===== src/rtl/ring_osc_sweep_ctrl.sv =====
// Tapped ring oscillator sweep sequencer: for each tap in a programmed range it
// enables the ring, lets it settle, counts synchronized oscillator rising edges
// over a gate window and offers (tap, count) on a valid/ready result port.
module ring_osc_sweep_ctrl #(
  parameter int CNT_W      = 16,
  parameter int GATE_W     = 16,
  parameter int SETTLE_CYC = 16
) (
  input  logic              clk,
  input  logic              rst,
  input  logic              i_start,
  input  logic              i_abort,
  input  logic [2:0]        i_tap_first,
  input  logic [2:0]        i_tap_last,
  input  logic [GATE_W-1:0] i_gate_len,
  input  logic              i_osc_in,
  output logic              o_osc_en,
  output logic [2:0]        o_tap,
  output logic              o_busy,
  output logic              o_result_valid,
  input  logic              i_result_ready,
  output logic [2:0]        o_result_tap,
  output logic [CNT_W-1:0]  o_result_count,
  output logic              o_done
);

  // One down-counter-free cycle counter is shared by SETTLE and GATE, so it
  // must be wide enough for whichever of the two limits is larger.
  localparam int SET_W = (SETTLE_CYC > 1) ? $clog2(SETTLE_CYC) : 1;
  localparam int CYC_W = (GATE_W > SET_W) ? GATE_W : SET_W;
  localparam logic [CYC_W-1:0] SETTLE_LAST = CYC_W'(SETTLE_CYC - 1);

  typedef enum logic [2:0] {
    ST_IDLE   = 3'd0,
    ST_SETTLE = 3'd1,
    ST_GATE   = 3'd2,
    ST_REPORT = 3'd3,
    ST_OFF    = 3'd4
  } state_t;

  state_t             r_state;
  logic [2:0]         r_tap_last;
  logic [GATE_W-1:0]  r_gate_len;
  logic [CYC_W-1:0]   r_cyc;
  logic [CNT_W-1:0]   r_cnt;
  logic               r_s1;
  logic               r_s2;
  logic               r_s3;
  logic               r_osc_en;
  logic [2:0]         r_tap;
  logic               r_busy;
  logic               r_result_valid;
  logic [2:0]         r_result_tap;
  logic [CNT_W-1:0]   r_result_count;
  logic               r_done;

  logic               w_edge;
  logic [GATE_W-1:0]  w_gate_eff;
  logic [CNT_W-1:0]   w_cnt_next;
  logic               w_settle_end;
  logic               w_gate_end;

  // Saturating increment: the count sticks at all-ones instead of wrapping.
  function automatic logic [CNT_W-1:0] sat_inc(input logic [CNT_W-1:0] cnt,
                                               input logic inc);
    if (inc && (cnt != {CNT_W{1'b1}})) begin
      return cnt + CNT_W'(1);
    end else begin
      return cnt;
    end
  endfunction

  assign w_edge       = r_s2 & ~r_s3;
  assign w_gate_eff   = (i_gate_len == {GATE_W{1'b0}}) ? GATE_W'(1) : i_gate_len;
  assign w_cnt_next   = sat_inc(r_cnt, w_edge);
  assign w_settle_end = (r_cyc == SETTLE_LAST);
  assign w_gate_end   = (r_cyc == CYC_W'(r_gate_len - GATE_W'(1)));

  // Synchronize the asynchronous oscillator and keep one delayed copy for edge detect.
  always_ff @(posedge clk or posedge rst) begin
    if (rst) begin
      r_s1 <= 1'b0;
      r_s2 <= 1'b0;
      r_s3 <= 1'b0;
    end else begin
      r_s1 <= i_osc_in;
      r_s2 <= r_s1;
      r_s3 <= r_s2;
    end
  end

  // Sweep sequencer with all outputs registered alongside the state.
  always_ff @(posedge clk or posedge rst) begin
    if (rst) begin
      r_state        <= ST_IDLE;
      r_tap_last     <= 3'd0;
      r_gate_len     <= GATE_W'(1);
      r_cyc          <= {CYC_W{1'b0}};
      r_cnt          <= {CNT_W{1'b0}};
      r_osc_en       <= 1'b0;
      r_tap          <= 3'd0;
      r_busy         <= 1'b0;
      r_result_valid <= 1'b0;
      r_result_tap   <= 3'd0;
      r_result_count <= {CNT_W{1'b0}};
      r_done         <= 1'b0;
    end else begin
      r_done <= 1'b0;
      if (i_abort && (r_state != ST_IDLE)) begin
        r_state        <= ST_IDLE;
        r_osc_en       <= 1'b0;
        r_busy         <= 1'b0;
        r_result_valid <= 1'b0;
      end else begin
        case (r_state)
          ST_IDLE: begin
            if (i_start) begin
              r_tap_last <= i_tap_last;
              r_gate_len <= w_gate_eff;
              r_tap      <= i_tap_first;
              r_cyc      <= {CYC_W{1'b0}};
              r_osc_en   <= 1'b1;
              r_busy     <= 1'b1;
              r_state    <= ST_SETTLE;
            end
          end
          ST_SETTLE: begin
            if (w_settle_end) begin
              r_cyc   <= {CYC_W{1'b0}};
              r_cnt   <= {CNT_W{1'b0}};
              r_state <= ST_GATE;
            end else begin
              r_cyc <= r_cyc + CYC_W'(1);
            end
          end
          ST_GATE: begin
            if (w_gate_end) begin
              r_result_count <= w_cnt_next;
              r_result_tap   <= r_tap;
              r_result_valid <= 1'b1;
              r_state        <= ST_REPORT;
            end else begin
              r_cnt <= w_cnt_next;
              r_cyc <= r_cyc + CYC_W'(1);
            end
          end
          ST_REPORT: begin
            if (i_result_ready) begin
              r_result_valid <= 1'b0;
              r_osc_en       <= 1'b0;
              if (r_tap == r_tap_last) begin
                r_done  <= 1'b1;
                r_busy  <= 1'b0;
                r_state <= ST_IDLE;
              end else begin
                r_tap   <= r_tap + 3'd1;
                r_state <= ST_OFF;
              end
            end
          end
          ST_OFF: begin
            // The single low cycle on the enable resets the ring before the new tap.
            r_osc_en <= 1'b1;
            r_cyc    <= {CYC_W{1'b0}};
            r_state  <= ST_SETTLE;
          end
          default: begin
            r_state        <= ST_IDLE;
            r_osc_en       <= 1'b0;
            r_busy         <= 1'b0;
            r_result_valid <= 1'b0;
          end
        endcase
      end
    end
  end

  assign o_osc_en       = r_osc_en;
  assign o_tap          = r_tap;
  assign o_busy         = r_busy;
  assign o_result_valid = r_result_valid;
  assign o_result_tap   = r_result_tap;
  assign o_result_count = r_result_count;
  assign o_done         = r_done;

endmodule


===== config.mk =====
export PLATFORM = sky130hd
export DESIGN_NAME = ring_osc_sweep_ctrl
export DESIGN_NICKNAME = d
export VERILOG_FILES = /design/src/rtl/ring_osc_sweep_ctrl.sv
export SDC_FILE = /design/constraint.sdc
export NUM_CORES = 1
export LEC_CHECK = 0
export ABC_CLOCK_PERIOD_IN_PS = 3200
export BUFFER_PORTS_ARGS = -buffer_cell sky130_fd_sc_hd__buf_2
export CAP_MARGIN = 30
export CORE_ASPECT_RATIO = 1.5
export CORE_MARGIN = 2
export CORE_UTILIZATION = 53
export DETAILED_ROUTE_END_ITERATION = 10
export PLACE_DENSITY = 0.78
export SYNTH_ARGS = -nofsm -noshare
export SYNTH_HDL_FRONTEND = slang
export SYNTH_SLANG_ARGS = --single-unit

===== constraint.sdc =====
create_clock -name clk -period 3.2 [get_ports clk]
set_input_delay 0.32 -clock clk [delete_from_list [all_inputs] [get_ports clk]]
set_output_delay 0.32 -clock clk [all_outputs]
set_load 0.005 [all_outputs]

# --- After elaboration in Yosys (flattened, before gate mapping) ---
# Index checks and enable logic that the tools add are counted.
totals:
  reg_bits: 83
  inputBits: 28
  out_inout_bits: 26
classes:
  addsub: 4
  n_eq_ne: 21
  mux: 35
  bitwise: 3
  reduce_logical: 20
op_table:
  columns: ["operator", "count"]
  rows:
  - ["two-way mux 16 bit", 7]
  - ["case mux 16 bit (4 select lines)", 1]
  - ["adder 16 x 1 -> 16 bit (second input constant)", 2]
  - ["case mux 16 bit (2 select lines)", 1]
  - ["two-way mux 3 bit", 9]
  - ["equality test 16 bit", 1]
  - ["equality test 16 x 4 -> 1 bit (second input constant)", 1]
  - ["logical NOT 16 bit", 1]
  - ["inequality test 16 bit (second input constant)", 1]
  - ["AND reduction 4 bit", 4]
  - ["subtractor 16 x 1 -> 16 bit (second input constant)", 1]
  - ["inequality test 3 bit (second input constant)", 5]
  - ["case mux 3 bit (5 select lines)", 1]
  - ["two-way mux 1 bit", 12]
  - ["AND reduction 3 bit", 4]
  - ["inequality test 2 bit (second input constant)", 5]
  - ["equality test 3 x 2 -> 1 bit (second input constant)", 2]
  - ["inequality test 2 x 1 -> 1 bit (second input constant)", 3]
  - ["case mux 1 bit (3 select lines)", 2]
  - ["case mux 3 bit (2 select lines)", 1]
  - ["OR reduction 3 bit", 2]
  - ["AND reduction 5 bit", 1]
  - ["case mux 1 bit (4 select lines)", 1]
  - ["nonzero test 2 bit", 2]
  - ["other kinds (11)", 13]

# --- Longest topological paths before layout ---
depth:
  depth_word: 6
  ltp_mapped: 13

# --- Least setup slack after synthesis ---
# OpenSTA, ideal clock, no wires.
synth_timing:
  kind: "register to register"
  start: "reg r_gate_len[1]"
  end: "reg r_cyc[11]"
  arrival_ps: 3042
  slack_ps: 26
  path_stages_with_launch: 14
  n_path_buf: 2
  period_less_slack_ps: 3174
  path_cell_list: "dfrtp_1 > inv_1 > ha_1 > or3b_2 > clkbuf_1 > or4_1 > o32ai_1 > o22ai_1 > or4_4 > o21ai_4 > buf_4 > a211oi_1 > xnor2_1 > nor2_1"
synth_via:
  elab_chain_len: 4
synth_rtl:
  columns: ["item", "line", "text"]
  rows:
  - ["start: declaration", "43", "logic [GATE_W-1:0] r_gate_len;"]
  - ["start signal: assignment", "119", "r_gate_len <= w_gate_eff;"]
  - ["subtractor 16 x 1 -> 16 bit", "77", "assign w_gate_end = (r_cyc == CYC_W'(r_gate_len - GATE_W'(1)));"]
  - ["equality test 16 bit", "77", null]
  - ["inequality test 2 bit (no source line)", null, null]
  - ["AND reduction 4 bit (no source line)", null, null]
  - ["end signal: assignment", "98", "r_cyc <= {CYC_W{1'b0}};"]
  - ["end signal: assignment", "121", "r_cyc <= {CYC_W{1'b0}};"]
  - ["end signal: assignment", "129", "r_cyc <= {CYC_W{1'b0}};"]
  - ["end: declaration", "44", "logic [CYC_W-1:0] r_cyc;"]
# No other way between the ends.
# A chain may end at the register's enable or synchronous reset.

# --- Worst setup path after layout ---
layout_timing:
  start: "reg r_gate_len[2]"
  end: "reg r_cnt[4]"
layout_via:
  elab_chain_len: 4
layout_rtl:
  columns: ["item", "line", "text"]
  rows:
  - ["subtractor 16 x 1 -> 16 bit", "77", null]
  - ["equality test 16 bit", "77", null]
  - ["inequality test 2 bit (no source line)", null, null]
  - ["AND reduction 4 bit (no source line)", null, null]
  - ["end signal: assignment", "99", "r_cnt <= {CNT_W{1'b0}};"]
  - ["end signal: assignment", "130", "r_cnt <= {CNT_W{1'b0}};"]
  - ["end signal: assignment", "143", "r_cnt <= w_cnt_next;"]
  - ["end: declaration", "45", "logic [CNT_W-1:0] r_cnt;"]
# No other way between the ends.

==> flow_summary_export.csv <==
group,metric,value,unit
run_status,status,"finished, final reports clean",
logic_synthesis,post_synth.cell_area_avg,9.33,sq um
sta,tightest_slew,0.615,ns
setup_path,worst_setup_path_start_kind,"flop",
route,drtIter0Drc,168,
floorplan,die_h,119,um
floorplan,coreArea,8720,sq um
sta,tns,0,ns
final_layout,fillers,738,
route,ant_nets,0,
clock_tree,htreeDepth,3,
final_layout,n_antenna_cell,0,
logic_synthesis,synth_top_flop_cell,"dfrtp_1",
grt,antenna_found_initial,0,
grt,grt_pass1_wl,17.8,mm
logic_synthesis,synthTopCellsByCount,"dfrtp_1 (82), nand2_1 (46), o21ai_0 (40), nor2_1 (37), xnor2_1 (29)",
route,wl,10.8,mm
logic_synthesis,ys_seq_area_share,44.2,%
final_layout,drive_above_1_share,26.3,%
sta,fin_hold_ws,0.0874,ns
clock_tree,cts_tree,"yes",
setup_path,critPathArrivalTime,3.40,ns
grt,grt_use_total,23.4,%
run,maxCapViolations,0,
logic_synthesis,synth.most_common_cell,"dfrtp_1",
logic_synthesis,ys_top_cells_by_area,"dfrtp_1 (44%), xnor2_1 (5.4%), mux2_2 (4.8%), o21ai_0 (4.3%), nand2_1 (3.7%)",
logic_synthesis,syn_inst,504,
sta,rsz0062_at_grt,"yes",
clock_tree,clkSinkCount,83,
placed_design,dpl.hpwl,7.32,mm
setup_path,worst_ep_required_time,3.43,ns
sta,finClkSkew,0.00801,ns
sta,fin_crit,3.17,ns
power_and_ir_drop,p_leak,2.48,nW
logic_synthesis,synth_cell_types,63,
floorplan,die_w,80.9,um
logic_synthesis,yosys_warnings,0,
power_and_ir_drop,p_per_area,645,nW/um^2
logic_synthesis,synth_xor_area_share,7.82,%
logic_synthesis,ys_seq_elements,83,
setup_path,crit_path_max_incr_delay,0.54,ns
logic_synthesis,synthArstFlopShare,100,%
grt,grt_max_degree,54,
route,route.detailed.drc,0,
floorplan,row_count,42,
sta,min_period_over_period,99.1,%
clock_tree,clockBufferDepth,2,
logic_synthesis,synth-simple-area-share,21.4,%
floorplan,die_area,9660,sq um
logic_synthesis,syn-num-nets,536,
clock_tree,path_clk_slew,0.06,ns
sta,hold_viol_final,0,
placed_design,placed_cells,659,
logic_synthesis,synth_top_area_cell,"dfrtp_1",
logic_synthesis,syn_area,4700,sq um
route,viasPerCell,5.89,
setup_path,worst-path-max-fanout,13,
logic_synthesis,synth_compound_area_share,16.8,%
sta,slew_headroom,59.0,%
grt,grt_pass1_vias,3876,
final_layout,nets,602,
route,wire_per_inst,15.7,um
setup_path,cpLargestDelayFamily,"simple AND/OR/NAND/NOR gates",
clock_tree,clk_latency,0.34,ns
floorplan,start_util,53.9,%
grt,overflow,0,
logic_synthesis,synth_top_family_by_area,"simple AND/OR/NAND/NOR gates",
logic_synthesis,synth_edf_count,0,
setup_path,cp_num_buf_inv,2,
setup_path,setup.worst_path.class,"reg -> reg",
final_layout,finalNonFillerCells,685,
setup_path,crit_chain,"or4_4 > or4b_1 > a21oi_2 > o31ai_1 > or4_4 > o21ai_4 > buf_4 > clkbuf_16 > nor2b_1 > o21ai_1 > o31ai_1",
placed_design,port_buffers,53,
setup_path,endpoint_kind,"flop",
logic_synthesis,yosysTopAreaCellShare,43.6,%
clock_tree,cts-root-buf,"clkbuf_16",
route,vias,4036,
final_layout,stdcell_area,5730,sq um
placed_design,postPlaceCellArea,5170,sq um
setup_path,cpMaxStageDelayCell,"or4b_1",
power_and_ir_drop,peakVddDrop,0.449,mV
final_layout,seq_area,2080,sq um
sta,finalMaxSlewViolations,0,
final_layout,multi_input_area,2580,sq um
route,drt-pass1-iter-count,4,
clock_tree,cts_made_buffers,9,
min_path,hold_class,"in -> reg",
placed_design,gp_congestion,0.832,
sta,finalSetupViolCount,0,
final_layout,area_growth,21.8,%
floorplan,pin_count,54,
logic_synthesis,synthAdderAreaFrac,1.06,%
sta,fmax,315,MHz
logic_synthesis,synth.area.mux_share,5.22,%
==> per-stage QoR <==
stage	utilization [%]	setup WS, ns	total power [mW]
6_report	65.6	0.0296	3.69
5_1_grt	65.6	-0.0663	3.90
4_1_cts	63.6	0.0236	3.60
3_5_place_dp	59.3	-0.115	2.49
3_3_place_gp	59.3	0.0383	2.43
2_1_floorplan	-	0.0262	2.17
==> cells by family (layout without fill, tap and decap cells) <==
logic type | Yosys count | after routing
and+or+nand+nor | 190 | 190
AOI/OAI and AO/OA | 126 | 127
DFF | 83 | 83
xor gates and xnor gates | 42 | 42
buffers and inverters | 37 | 107
muxes | 22 | 22
adders and majority gates | 4 | 4
==> repair_timing <==
action,4_1_cts,5_1_grt
hold buffers,0,1
pin swaps,2,11
hold endpoints to repair,0,19
endpoints found under the setup margin,20,48
buffers inserted,2,4
gates resized for setup,11,30
gates cloned,1,1
==> power breakdown <==
group	internal [mW]	total [mW]	switching (mW)
clock	0.669	1.09	0.417
combinational	0.568	1.14	0.571
sequential	1.23	1.47	0.237
total	2.47	3.69	1.22
==> final timing paths <==
kind / startpoint / slack (ns) / endpoint / depth (start not counted)
setup / recovery: r_gate_len[2] / 0.03 / r_cnt[4] / 11
hold / removal: i_osc_in / 0.09 / r_s1 / 1
min in group asynchronous: rst / 0.49 / r_cyc[0] / 3
max in group asynchronous: rst / 1.99 / r_state[0] / 5
hold reg to reg: r_s1 / 0.35 / r_s2 / 0
setup reg to reg: r_gate_len[2] / 0.03 / r_cnt[4] / 11
==> routing by layer <==
layer / global-route usage [%] / wire length, um / vias to the layer above
met5: 0 / 0 / -
met4: 11.5 / 311 / 0
met3: 3.94 / 374 / 28
met2: 39.8 / 5750 / 109
met1: 28.0 / 4330 / 1950
li1: - / - / 1949
==> flip-flops by register name, indices dropped and copies added, names as in the netlist <==
| register | count |
|---|---|
| o_result_valid | 1 |
| r_state | 3 |
| o_result_count | 16 |
| o_tap | 3 |
| r_s3 | 1 |
| r_cyc | 16 |
| r_s2 | 1 |
| o_done | 1 |
| r_cnt | 16 |
| o_osc_en | 1 |
| r_tap_last | 3 |
| r_gate_len | 16 |
| o_result_tap | 3 |
| o_busy | 1 |
| r_s1 | 1 |
==> final cells by class <==
cell class | instances | area share [%]
Multi-Input combinational cell | 385 | 45.1
Sequential cell | 83 | 36.3
Clock buffer | 13 | 4.72
Inverter | 6 | 0.415
Timing Repair Buffer | 85 | 10.2
Clock inverter | 3 | 0.787
Tap cell | 110 | 2.40
==> worst register-to-register path: cells and delay by family (launching register included) <==
| family | cells | cell delay, ns |
|---|---|---|
| AO/OA/AOI/OAI | 5 | 0.74 |
| buffers and inverters | 2 | 0.33 |
| flip-flops | 1 | 0.44 |
| AND/OR/NAND/NOR | 4 | 1.55 |
==> layout by cell type, fill, tap and decap left out, types with 4 or more instances in the layout <==
cell / Yosys / routed
nor4_1: 10 / 9
o21ai_1: 9 / 17
buf_12: 0 / 4
o21ai_0: 40 / 32
nor2_1: 37 / 36
nor2b_1: 7 / 7
clkbuf_16: 0 / 10
or4_4: 1 / 4
and4_1: 4 / 4
buf_2: 4 / 53
o31ai_1: 12 / 11
dfrtp_1: 82 / 81
a21oi_1: 26 / 24
a31oi_1: 4 / 4
buf_4: 5 / 23
nand3_1: 13 / 13
nor3_1: 11 / 8
xor2_1: 13 / 13
nand4_1: 6 / 6
and3_1: 13 / 13
nand2b_1: 17 / 17
nand2_1: 46 / 46
mux2_2: 20 / 20
xnor2_1: 29 / 29
(Power assumes the default switching activity.)
